$ cat src/rtl/dac_tx_pkg.sv
// Shared definitions for the dac_tx SPI DAC writer: frame layout, phase lengths
// in SCLK half-periods, and the controller state encoding.
package dac_tx_pkg;

  localparam int DATA_W  = 12;
  localparam int FRAME_W = 16;

  localparam int BIT_ZERO   = 15;
  localparam int BIT_BUF    = 14;
  localparam int BIT_GAIN   = 13;
  localparam int BIT_ACTIVE = 12;

  localparam int LEAD_HP  = 2;
  localparam int SHIFT_HP = 2 * FRAME_W;
  localparam int TRAIL_HP = 2;
  localparam int LATCH_HP = 2;
  localparam int QUIET_HP = 2;
  localparam int HALF_W   = $clog2(SHIFT_HP);

  typedef enum logic [2:0] {
    IDLE  = 3'd0,
    LEAD  = 3'd1,
    SHIFT = 3'd2,
    TRAIL = 3'd3,
    LATCH = 3'd4,
    QUIET = 3'd5
  } dacState_t;

  function automatic logic [HALF_W-1:0] lastHalf(dacState_t s);
    logic [HALF_W-1:0] n;
    n = '0;
    case (s)
      LEAD:    n = HALF_W'(LEAD_HP - 1);
      SHIFT:   n = HALF_W'(SHIFT_HP - 1);
      TRAIL:   n = HALF_W'(TRAIL_HP - 1);
      LATCH:   n = HALF_W'(LATCH_HP - 1);
      QUIET:   n = HALF_W'(QUIET_HP - 1);
      default: n = '0;
    endcase
    return n;
  endfunction

  function automatic logic [FRAME_W-1:0] buildFrame(logic bufSel, logic gain1x,
                                                     logic [DATA_W-1:0] code);
    logic [FRAME_W-1:0] f;
    f = '0;
    f[BIT_ZERO]     = 1'b0;
    f[BIT_BUF]      = bufSel;
    f[BIT_GAIN]     = gain1x;
    f[BIT_ACTIVE]   = 1'b1;
    f[DATA_W-1:0]   = code;
    return f;
  endfunction

endpackage

$ cat src/rtl/dac_tx_if.sv
// Write-request handshake plus the four DAC-side SPI lines.
interface dac_tx_if;
  import dac_tx_pkg::*;

  logic              start;
  logic [DATA_W-1:0] data;
  logic              ready;
  logic              done;
  logic              sclk;
  logic              cs_n;
  logic              mosi;
  logic              ldac_n;

  modport master (output start, data, input ready, done, sclk, cs_n, mosi, ldac_n);
  modport slave  (input start, data, output ready, done, sclk, cs_n, mosi, ldac_n);

endinterface

$ cat src/rtl/dac_tx_spi_half_tick.sv
// Free-running CLK_DIV divider: tick is high for one clk in every CLK_DIV,
// and restart realigns the count so the first tick lands CLK_DIV cycles later.
module spi_half_tick #(
  parameter int CLK_DIV = 10
) (
  input  logic clk,
  input  logic reset,
  input  logic restart,
  output logic tick
);

  localparam int CW = (CLK_DIV > 1) ? $clog2(CLK_DIV) : 1;

  logic [CW-1:0] cnt;

  assign tick = (cnt == CW'(CLK_DIV - 1));

  always_ff @(posedge clk) begin
    if (reset || restart) begin
      cnt <= '0;
    end else if (tick) begin
      cnt <= '0;
    end else begin
      cnt <= cnt + CW'(1);
    end
  end

endmodule

$ cat src/rtl/dac_tx.sv
// 16-bit SPI (mode 0) write to a 12-bit DAC with LDAC latch strobe.
// All DAC-side lines are registered so they change cleanly on clk edges.
module dac_tx
  import dac_tx_pkg::*;
#(
  parameter int CLK_DIV = 10,
  parameter bit BUF     = 1'b0,
  parameter bit GAIN_1X = 1'b1
) (
  input  logic     clk,
  input  logic     reset,
  dac_tx_if.slave  bus
);

  dacState_t          state, nextState;
  logic [HALF_W-1:0]  halfCnt, nextHalf;
  logic [FRAME_W-1:0] shiftReg, nextShift;
  logic               doneQ, doneNext;
  logic               sclkQ, sclkNext;
  logic               csnQ, csnNext;
  logic               mosiQ, mosiNext;
  logic               ldacnQ, ldacnNext;
  logic               accept;
  logic               tick;

  assign accept = (state == IDLE) && bus.start;

  spi_half_tick #(.CLK_DIV(CLK_DIV)) uHalfTick (
    .clk     (clk),
    .reset   (reset),
    .restart (accept),
    .tick    (tick)
  );

  always_comb begin
    nextState = state;
    nextHalf  = halfCnt;
    nextShift = shiftReg;
    doneNext  = 1'b0;
    case (state)
      IDLE: begin
        if (bus.start) begin
          nextState = LEAD;
          nextHalf  = '0;
          nextShift = buildFrame(BUF, GAIN_1X, bus.data);
        end
      end
      default: begin
        if (tick) begin
          if (halfCnt == lastHalf(state)) begin
            nextHalf = '0;
            case (state)
              LEAD:    nextState = SHIFT;
              SHIFT:   nextState = TRAIL;
              TRAIL:   nextState = LATCH;
              LATCH:   nextState = QUIET;
              QUIET: begin
                nextState = IDLE;
                doneNext  = 1'b1;
              end
              default: nextState = IDLE;
            endcase
          end else begin
            nextHalf = halfCnt + HALF_W'(1);
            // Advance to the next bit only as SCLK falls (odd half -> even half)
            if (state == SHIFT && halfCnt[0]) begin
              nextShift = {shiftReg[FRAME_W-2:0], 1'b0};
            end
          end
        end
      end
    endcase

    sclkNext  = (nextState == SHIFT) && nextHalf[0];
    csnNext   = !(nextState inside {LEAD, SHIFT, TRAIL});
    mosiNext  = (nextState inside {LEAD, SHIFT}) ? nextShift[FRAME_W-1] : 1'b0;
    ldacnNext = (nextState != LATCH);
  end

  always_ff @(posedge clk) begin
    if (reset) begin
      state   <= IDLE;
      halfCnt <= '0;
      doneQ   <= 1'b0;
      sclkQ   <= 1'b0;
      csnQ    <= 1'b1;
      mosiQ   <= 1'b0;
      ldacnQ  <= 1'b1;
    end else begin
      state   <= nextState;
      halfCnt <= nextHalf;
      doneQ   <= doneNext;
      sclkQ   <= sclkNext;
      csnQ    <= csnNext;
      mosiQ   <= mosiNext;
      ldacnQ  <= ldacnNext;
    end
  end

  // Frame payload: only meaningful while a frame is in flight
  always_ff @(posedge clk) begin
    shiftReg <= nextShift;
  end

  assign bus.ready  = (state == IDLE);
  assign bus.done   = doneQ;
  assign bus.sclk   = sclkQ;
  assign bus.cs_n   = csnQ;
  assign bus.mosi   = mosiQ;
  assign bus.ldac_n = ldacnQ;

endmodule

$ cat src/flat_wrapper.sv
// flat-port wrapper written by rule: the top's interface ports become plain ports
module dac_tx_flat import dac_tx_pkg::*;
#(
  parameter int CLK_DIV = 10,
  parameter bit BUF     = 1'b0,
  parameter bit GAIN_1X = 1'b1
)
  (clk, reset, bus_start, bus_data, bus_ready, bus_done, bus_sclk, bus_cs_n, bus_mosi, bus_ldac_n);
  dac_tx_if bus_i ();
  input  logic clk;
  input  logic reset;
  input wire logic [$bits(bus_i.start)-1:0] bus_start;
  input wire logic [$bits(bus_i.data)-1:0] bus_data;
  output wire logic [$bits(bus_i.ready)-1:0] bus_ready;
  output wire logic [$bits(bus_i.done)-1:0] bus_done;
  output wire logic [$bits(bus_i.sclk)-1:0] bus_sclk;
  output wire logic [$bits(bus_i.cs_n)-1:0] bus_cs_n;
  output wire logic [$bits(bus_i.mosi)-1:0] bus_mosi;
  output wire logic [$bits(bus_i.ldac_n)-1:0] bus_ldac_n;
  assign bus_i.start = bus_start;
  assign bus_i.data = bus_data;
  assign bus_ready = bus_i.ready;
  assign bus_done = bus_i.done;
  assign bus_sclk = bus_i.sclk;
  assign bus_cs_n = bus_i.cs_n;
  assign bus_mosi = bus_i.mosi;
  assign bus_ldac_n = bus_i.ldac_n;
  dac_tx #(.CLK_DIV(CLK_DIV), .BUF(BUF), .GAIN_1X(GAIN_1X)) u_core (.clk(clk), .reset(reset), .bus(bus_i));
endmodule
$ cat config.mk
export PLATFORM = sky130hd
export DESIGN_NAME = dac_tx_flat
export DESIGN_NICKNAME = d
export VERILOG_FILES = /design/src/rtl/dac_tx_pkg.sv /design/src/rtl/dac_tx_if.sv /design/src/rtl/dac_tx_spi_half_tick.sv /design/src/rtl/dac_tx.sv /design/src/flat_wrapper.sv
export SDC_FILE = /design/constraint.sdc
export NUM_CORES = 1
export LEC_CHECK = 0
export CORE_ASPECT_RATIO = 0.75
export CORE_MARGIN = 1.5
export CORE_UTILIZATION = 54
export DETAILED_ROUTE_END_ITERATION = 10
export PLACE_DENSITY = 0.79
export SLEW_MARGIN = 20
export SYNTH_ARGS = -nofsm -noshare
export SYNTH_HDL_FRONTEND = slang
export SYNTH_HIERARCHICAL = 1
export SYNTH_SLANG_ARGS = --single-unit
$ cat constraint.sdc
create_clock -name clk -period 3.1 [get_ports clk]
set_input_delay 0.465 -clock clk [delete_from_list [all_inputs] [get_ports clk]]
set_output_delay 0.465 -clock clk [all_outputs]
set_load 0.02 [all_outputs]
==> results of run 1 <==
## cell families (layout without fill, tap and decap cells)
| family | count (synthesis) | after routing | synth area share |
|---|---|---|---|
| muxes | 3 | 3 | 0.0223 |
| and+or+nand+nor | 55 | 55 | 0.189 |
| xor gates and xnor gates | 3 | 3 | 0.0161 |
| DFF | 33 | 33 | 0.498 |
| AOI/OAI and AO/OA | 38 | 38 | 0.176 |
| adders and majority gates | 3 | 3 | 0.0231 |
| buffers and inverters | 23 | 40 | 0.0753 |
## worst max path at each step
stage | startpoint | to | slack (ns) | depth (start not counted)
after floorplan | u_core/uHalfTick/cnt[0] | u_core/shiftReg[0] | 0.70 | 5
after global placement | bus_start | u_core/bus.sclk | 0.63 | 6
after detailed placement | bus_start | u_core/bus.sclk | 0.58 | 6
after CTS | u_core/state[1] | u_core/state[0] | 0.70 | 4
after global routing | u_core/state[1] | u_core/state[0] | 0.52 | 4
final | u_core/state[1] | u_core/state[0] | 0.65 | 4
## report_power, final
| part | switching (W) | internal (W) |
|---|---|---|
| Clock | 0.000158 | 0.000155 |
| Sequential | 0.0000138 | 0.000485 |
| Combinational | 0.0000494 | 0.0000465 |
| Total | 0.000221 | 0.000686 |
## cell type report
class                           instances  area, µm²
Inverter                               10       37.5
Multi-Input combinational cell        102        699
Sequential cell                        33        811
Tap cell                               38       47.5
Fill cell                             215       1020
Timing Repair Buffer                   22        215
Clock buffer                            5       68.8
Clock inverter                          3       17.5
## layout by cell type (no fill, tap or decap), types with 3 or more instances in the layout
master	netlist	layout
a21oi_1	4	4
a22o_1	11	11
clkbuf_8	0	5
clkdlybuf4s50_1	0	20
dfxtp_1	18	18
edfxtp_1	15	15
ha_1	3	3
inv_1	10	10
nand2_1	13	13
nand3_1	4	4
nand4_1	3	3
nor2_1	11	11
o211ai_1	6	6
o21ai_0	3	3
o31ai_1	4	4
## flip-flops by register name (all words and copies together), names as in the netlist
name                  flops
u_core/bus.cs_n           1
u_core/state              3
u_core/bus.done           1
u_core/bus.ldac_n         1
u_core/bus.mosi           1
u_core/uHalfTick/cnt      4
u_core/shiftReg          16
u_core/bus.sclk           1
u_core/halfCnt            5
## metal layers
layer	vias to the layer above	wire [µm]
li1	619	-
met1	601	1460
met2	40	1440
met3	0	175
met4	0	0
met5	-	0
## per-stage QoR
stage                     worst slack, ns  cell area (µm²)  std cells
after CTS                           0.705             1900        213
after global routing                0.525             1900        213
after global placement              0.627             1810        205
after detailed placement            0.580             1810        205
final                               0.651             1900        213
after floorplan                     0.699             1630        158
==> flow_metrics.py, run 1 <==
metrics = {
    "clock_tree": {
        "hold_buffers": 0,
        "cts_num_sinks": 33,
        "root_buffer": "clkbuf_8",
        "clk_pin_slew_ns": 0.07,
        "post-cts-setup-buffers": 0,
        "htree_num_levels": 2,
        "cts.repair.resized": 0,
        "cts_buffer_depth": 2,
        "cts_buffers": 5,
        "tritoncts": "yes",
        "insertion_delay_ns": 0.28,
    },
    "setup_path": {
        "r2r-end": "u_core/state[0]",
        "arrival_ns": 2.65,
        "crit_path_max_incr_delay_ns": 0.65,
        "reg2regPathDepth": 4,
        "cp-start-kind": "register",
        "crit_family": "simple AND/OR/NAND/NOR gates",
        "rr_startpoint": "u_core/state[1]",
        "crit_path_end_kind": "register",
        "rrSetupSlack_ns": 0.65,
        "cp_slowest_cell": "nor3b_1",
        "cp_num_buf_inv": 0,
        "crit_path_cell_trace": "nor3b_1 -> mux2_4 -> or4_1 -> a41oi_1",
        "worstSetupPathType": "register to register",
        "crit_fanout": 16,
        "worstPathRequired_ns": 3.31,
    },
    "global_routing": {
        "top_usage_layer": "met2",
        "grt_pass1_wl_mm": 5.06,
        "met3_usage": 0.0605,
        "grt_max_degree": 18,
        "overflow": 0,
        "grt_usage": 0.208,
        "grt_pass1_vias": 1105,
        "met1_usage": 0.284,
        "globalRouteMet2Util": 0.305,
        "antenna_found_initial": 0,
    },
    "yosys": {
        "yosys_warnings": 6,
        "yosysSeqAreaShare": 0.498,
        "syn_area_mm2": 0.00163,
        "syn_nets": 176,
        "synth_edf_count": 15,
        "synth_common_cells": "dfxtp_1, edfxtp_1, nand2_1",
        "syn_area_per_cell_um2": 10.3,
        "ys_seq_elements": 33,
        "async_reset_ff_frac": 0,
        "netlist_instances": 158,
        "yosysTopAreaCell": "edfxtp_1",
        "synth_area_leaders": "edfxtp_1, dfxtp_1, a22o_1",
        "synth_ff_type": "dfxtp_1",
        "synth_most_common_cell": "dfxtp_1",
        "synth_cell_types": 45,
        "synth_top_area_frac": 0.277,
    },
    "timing": {
        "setup_viol": 0,
        "fin_crit_ns": 2.45,
        "hold_viol": 0,
        "clock.fmax_ghz": 0.408,
        "rsz0062_at_grt": "no",
        "maxSlewHeadroom": 0.527,
        "tns_ns": 0,
        "skew_ns": 0.00319,
        "max_slew.worst_pin.slew_ns": 0.707,
        "period_share": 0.790,
        "hold_slack_ns": 0.471,
        "slew_viol_final": 0,
    },
    "worst_hold_path": {
        "hold_depth": 1,
        "holdPathEnd": "u_core/uHalfTick/cnt[0]",
        "hold_path_class": "register to register",
        "min_from": "u_core/uHalfTick/cnt[0]",
    },
    "power_and_ir_drop": {
        "p_per_area_mw_per_mm2": 478,
        "p_leak_nw": 0.701,
        "ir_worst_vdd_mv": 0.244,
        "power.total_w": 0.000907,
    },
    "cells_and_area": {
        "area_growth_pct": 16.5,
        "final_core_util": 0.651,
        "final_nets": 192,
        "drive_above_1_share": 0.0914,
        "diodes": 0,
    },
    "drt": {
        "first_iter_violations": 102,
        "via_count": 1260,
        "viasPerCell": 5.92,
        "postRouteAntennaNets": 0,
        "wl_per_cell_um": 14.4,
        "first_pass_iters": 4,
        "routed_wl_mm": 3.07,
        "drc": 0,
    },
    "die": {
        "core_area_mm2": 0.00291,
        "row_count": 17,
        "start_util": 0.559,
        "die_w_um": 66.4,
        "dieHeight_um": 50.6,
        "boundaryPins": 21,
        "die-area_mm2": 0.00336,
    },
    "placement": {
        "gp_congestion": 0.904,
        "portBuffers": 20,
        "dp_hpwl_mm": 2.09,
    },
    "job": {
        "cap_viol_max_count": 0,
    },
    "status": {
        "status": "finished, final reports clean",
    },
}
Note: power is estimated with default switching activity, not from simulation.
==> run 2, diff against run 1 <==
Settings changed: CORE_UTILIZATION 54 to 49, PLACE_DENSITY 0.79 to 0.76.
Clock period 3.1 ns to 2 ns, I/O delays scaled along.
==> run 2 against run 1 <==
Register-to-register slack got worse by 0.57 ns. Highest routed layer is now met4. Flip-flop and latch count unchanged. Via count increased by 7.4%.
==> flow_metrics.py, run 2 (synthesis results as in run 1) <==
metrics = {
    "status": {
        "status": "finished, final reports clean",
    },
    "cells_and_area": {
        "reg.largest.list": "u_core/shiftReg: 16 flops, u_core/halfCnt: 5 flops, u_core/uHalfTick/cnt: 4 flops",
        "largest_reg_flops": 16,
        "fillers": 234,
        "drive_above_1_share": 0.164,
        "final_core_util": 0.666,
        "final_cell_mix": "clkdlybuf4s50_1, dfxtp_1, buf_4, edfxtp_1, nand2_1",
        "area_growth_pct": 24.4,
        "final_common_cell": "clkdlybuf4s50_1",
        "top_register": "u_core/shiftReg",
        "final_cell_area_mm2": 0.00203,
        "final_nets": 206,
        "diodes": 0,
    },
    "placement": {
        "place_area_mm2": 0.00193,
        "gp_congestion": 0.865,
        "portBuffers": 20,
        "dp_hpwl_mm": 2.53,
    },
    "setup_path": {
        "cp-start-kind": "register",
        "crit_path_cell_trace": "or4_4 -> mux2_4 -> or4_1 -> a41oi_1",
        "crit_path_max_incr_delay_ns": 0.55,
        "worstPathRequired_ns": 2.20,
        "worstSetupPathType": "register to register",
        "arrival_ns": 2.12,
        "rrSetupSlack_ns": 0.08,
        "reg2regPathDepth": 4,
        "crit_path_end_kind": "register",
        "r2r-end": "u_core/state[0]",
        "crit_fanout": 4,
        "cp_slowest_cell": "or4_4",
        "rr_startpoint": "u_core/halfCnt[2]",
    },
    "global_routing": {
        "grt_usage": 0.214,
        "overflow": 0,
        "grt_pass1_vias": 1276,
        "grt_max_degree": 16,
        "grt_pass1_wl_mm": 6.02,
        "antenna_found_initial": 0,
    },
    "clock_tree": {
        "htree_num_levels": 2,
        "post-cts-setup-buffers": 0,
        "cts_num_sinks": 33,
        "root_buffer": "clkbuf_8",
        "insertion_delay_ns": 0.28,
        "cts_buffer_depth": 2,
        "cts_buffers": 5,
        "tritoncts": "yes",
        "clk_pin_slew_ns": 0.07,
    },
    "power_and_ir_drop": {
        "p_per_area_mw_per_mm2": 708,
        "ir_worst_vdd_mv": 0.452,
        "p_leak_nw": 0.782,
    },
    "timing": {
        "clock.fmax_ghz": 0.522,
        "hold_slack_ns": 0.474,
        "slew_viol_final": 0,
        "period_share": 0.959,
        "maxSlewHeadroom": 0.645,
        "setup_viol": 0,
        "tns_ns": 0,
        "skew_ns": 0.00643,
        "rsz0062_at_grt": "no",
        "hold_viol": 0,
        "max_slew.worst_pin.slew_ns": 0.529,
        "fin_crit_ns": 1.92,
    },
    "die": {
        "dieHeight_um": 52.9,
        "core_area_mm2": 0.00304,
        "boundaryPins": 21,
        "row_count": 17,
        "start_util": 0.535,
        "die-area_mm2": 0.00368,
        "die_w_um": 69.6,
    },
    "job": {
        "cap_viol_max_count": 0,
    },
    "drt": {
        "first_iter_violations": 169,
        "viasPerCell": 5.96,
        "routed_wl_mm": 3.46,
        "first_pass_iters": 4,
        "wl_per_cell_um": 15.2,
        "via_count": 1353,
        "drc": 0,
        "postRouteAntennaNets": 0,
    },
    "worst_hold_path": {
        "min_from": "u_core/uHalfTick/cnt[0]",
        "holdPathEnd": "u_core/uHalfTick/cnt[0]",
        "hold_depth": 1,
        "hold_path_class": "register to register",
    },
}
run 2: what timing repair did:
action,CTS,global route
hold buffers,0,0
setup endpoints to repair,1,6
gates resized for setup,1,2
run 2: layer usage:
| layer | vias up | part of all wire | routed length [µm] | GRT usage |
|---|---|---|---|---|
| met2 | 55 | 0.46 | 1580 | 0.333 |
| met4 | 0 | 0.0087 | 30 | 0.0752 |
| li1 | 643 | - | - | - |
| met1 | 652 | 0.48 | 1650 | 0.293 |
| met3 | 3 | 0.057 | 198 | 0.0552 |
| met5 | - | 0 | 0 | 0 |
run 2: final cells by class:
class | instances | area, µm² | area share
clock buffers | 6 | 72.6 | 0.0358
repair buffers | 36 | 332 | 0.164
inverters | 10 | 37.5 | 0.0185
clock inverters | 2 | 10.0 | 0.00494
multi-input cells | 102 | 716 | 0.353
well taps | 38 | 47.5 | 0.0235
flip-flops and latches | 33 | 811 | 0.400
run 2: metrics by stage:
step	cells	total power (W)	worst slack, ns
floorplan	158	0.000885	0.0435
CTS	227	0.00145	0.0298
detailed placement	219	0.000969	-0.0419
finish	227	0.00143	0.0826
global placement	219	0.000962	0.0236
global route	227	0.00149	0.00734
run 2: worst max-delay path by stage:
stage / from / end / depth (start not counted)
floorplan: u_core/uHalfTick/cnt[0] / u_core/shiftReg[0] / 5
global placement: bus_start / u_core/shiftReg[3] / 5
detailed placement: bus_start / u_core/shiftReg[6] / 5
CTS: u_core/state[1] / u_core/state[0] / 4
global route: u_core/state[1] / u_core/state[0] / 4
finish: u_core/halfCnt[2] / u_core/state[0] / 4
run 2: critical path, delay by kind of cell (launching register included):
family | cells | cell delay, ns
flops | 1 | 0.32
mux | 1 | 0.29
compound gates | 1 | 0.22
simple gates | 2 | 1.02
run 2: report_power, final:
group / switching (W) / total (W) / internal [W]
sequential: 0.0000177 / 0.000769 / 0.000752
clock: 0.000237 / 0.000478 / 0.000241
combinational: 0.0000932 / 0.000187 / 0.0000936
==> run 3, diff against run 2 <==
Settings changed: CORE_UTILIZATION 49 to 58, PLACE_DENSITY 0.76 to 0.84.
Clock period 2 ns to 2.49 ns, I/O delays scaled along.
==> run 3 against run 2 <==
Worst hold slack got worse by 0.0017 ns. Cell area decreased by 4.9%. Total power shrank 21%. Global-route usage up 3.7 points. Via count fell by 4.4%. Sequential share of layout area up 2.1 points. Register-to-register slack gained 0.30 ns. Combinational power shrank 31%. Clock power is 22% lower. Critical path depth decreased by 1.
==> flow_metrics.py, run 3 (synthesis results as in run 1) <==
metrics = {
    "setup_path": {
        "crit_path_end_kind": "primary output",
        "crit_fanout": 13,
        "crit_family": "buffers and inverters",
        "cp_num_buf_inv": 2,
        "cp-start-kind": "register",
        "crit_path_cell_trace": "or3_1 -> inv_1 -> clkdlybuf4s50_1",
        "cp_slowest_cell": "clkdlybuf4s50_1",
        "crit_path_start": "u_core/state[0]",
        "worstPathRequired_ns": 2.12,
        "arrival_ns": 1.85,
        "worstSetupPathType": "register to primary output",
        "crit_path_max_incr_delay_ns": 0.60,
        "rr_startpoint": "u_core/state[0]",
    },
    "drt": {
        "postRouteAntennaNets": 0,
        "viasPerCell": 5.99,
        "first_iter_violations": 98,
        "first_pass_iters": 4,
        "wl_per_cell_um": 16.3,
        "routed_wl_mm": 3.52,
        "drc": 0,
        "via_count": 1293,
    },
    "die": {
        "row_count": 16,
        "die_w_um": 64.2,
        "die-area_mm2": 0.00314,
        "dieHeight_um": 48.9,
        "boundaryPins": 21,
        "start_util": 0.616,
        "core_area_mm2": 0.00264,
    },
    "timing": {
        "period_share": 0.894,
        "skew_ns": 0.00219,
        "hold_slack_ns": 0.472,
        "tns_ns": 0,
        "fin_crit_ns": 2.23,
        "hold_viol": 0,
        "slew_viol_final": 0,
        "maxSlewHeadroom": 0.657,
        "clock.fmax_ghz": 0.449,
        "max_slew.worst_pin.slew_ns": 0.511,
        "rsz0062_at_grt": "no",
        "setup_viol": 0,
    },
    "global_routing": {
        "grt_max_degree": 16,
        "grt_usage": 0.251,
        "grt_pass1_wl_mm": 5.80,
        "antenna_found_initial": 0,
        "grt_pass1_vias": 1238,
        "overflow": 0,
    },
    "power_and_ir_drop": {
        "p_per_area_mw_per_mm2": 585,
        "ir_worst_vdd_mv": 0.436,
        "p_leak_nw": 0.723,
    },
    "cells_and_area": {
        "ff_latch_area_um2": 811,
        "area_growth_pct": 18.3,
        "final_common_cell": "clkdlybuf4s50_1",
        "largest_reg_flops": 16,
        "drive_above_1_share": 0.100,
        "final_cell_area_mm2": 0.00193,
        "final_cell_mix": "clkdlybuf4s50_1, dfxtp_1, edfxtp_1",
        "fillers": 209,
        "final_core_util": 0.729,
        "multi_input_area_um2": 699,
        "diodes": 0,
        "final_nets": 197,
        "top_register": "u_core/shiftReg",
        "reg.largest.list": "u_core/shiftReg: 16 flops, u_core/halfCnt: 5 flops, u_core/uHalfTick/cnt: 4 flops",
    },
    "clock_tree": {
        "cts_num_sinks": 33,
        "hold_buffers": 0,
        "root_buffer": "clkbuf_8",
        "cts_buffers": 5,
        "htree_num_levels": 2,
        "tritoncts": "yes",
        "cts.repair.resized": 0,
        "clk_pin_slew_ns": 0.06,
        "cts_buffer_depth": 2,
        "insertion_delay_ns": 0.28,
        "post-cts-setup-buffers": 0,
    },
    "worst_hold_path": {
        "hold_path_class": "register to register",
        "min_from": "u_core/uHalfTick/cnt[0]",
    },
    "placement": {
        "gp_congestion": 0.837,
        "dp_hpwl_mm": 2.42,
        "portBuffers": 20,
        "place_area_mm2": 0.00185,
    },
    "job": {
        "cap_viol_max_count": 0,
    },
    "status": {
        "status": "finished, final reports clean",
    },
}
-- run 3: power by group --
group | switching (W) | internal, W
combinational | 0.0000668 | 0.0000626
clock | 0.000177 | 0.000198
sequential | 0.0000184 | 0.000604
-- run 3: metrics by stage --
stage	std cells	total power, W	worst slack (ns)
floorplan	158	0.000711	0.0890
global placement	208	0.000753	0.364
detailed placement	208	0.000761	0.301
CTS	216	0.00114	0.241
global route	216	0.00118	0.174
finish	216	0.00113	0.264
-- run 3: cell type report --
type,instances,area share
Timing Repair Buffer,27,0.131
Sequential cell,33,0.421
Multi-Input combinational cell,102,0.363
Inverter,10,0.0195
Clock buffer,8,0.0416
Tap cell,36,0.0234
-- run 3: worst paths after layout --
kind	endpoint	slack, ns	depth (start not counted)
max	bus_ready	0.26	3
min	u_core/uHalfTick/cnt[0]	0.47	1
max reg2reg	u_core/bus.mosi	0.38	5
min reg2reg	u_core/uHalfTick/cnt[0]	0.47	1
-- run 3: metal layers --
metal  share of wire  vias to the layer above  GRT usage
met4           0.024                        0     0.0993
met3           0.041                        6     0.0855
met1            0.46                      624      0.319
met2            0.47                       34      0.398
met5               0                        -          0
li1                -                      629          -
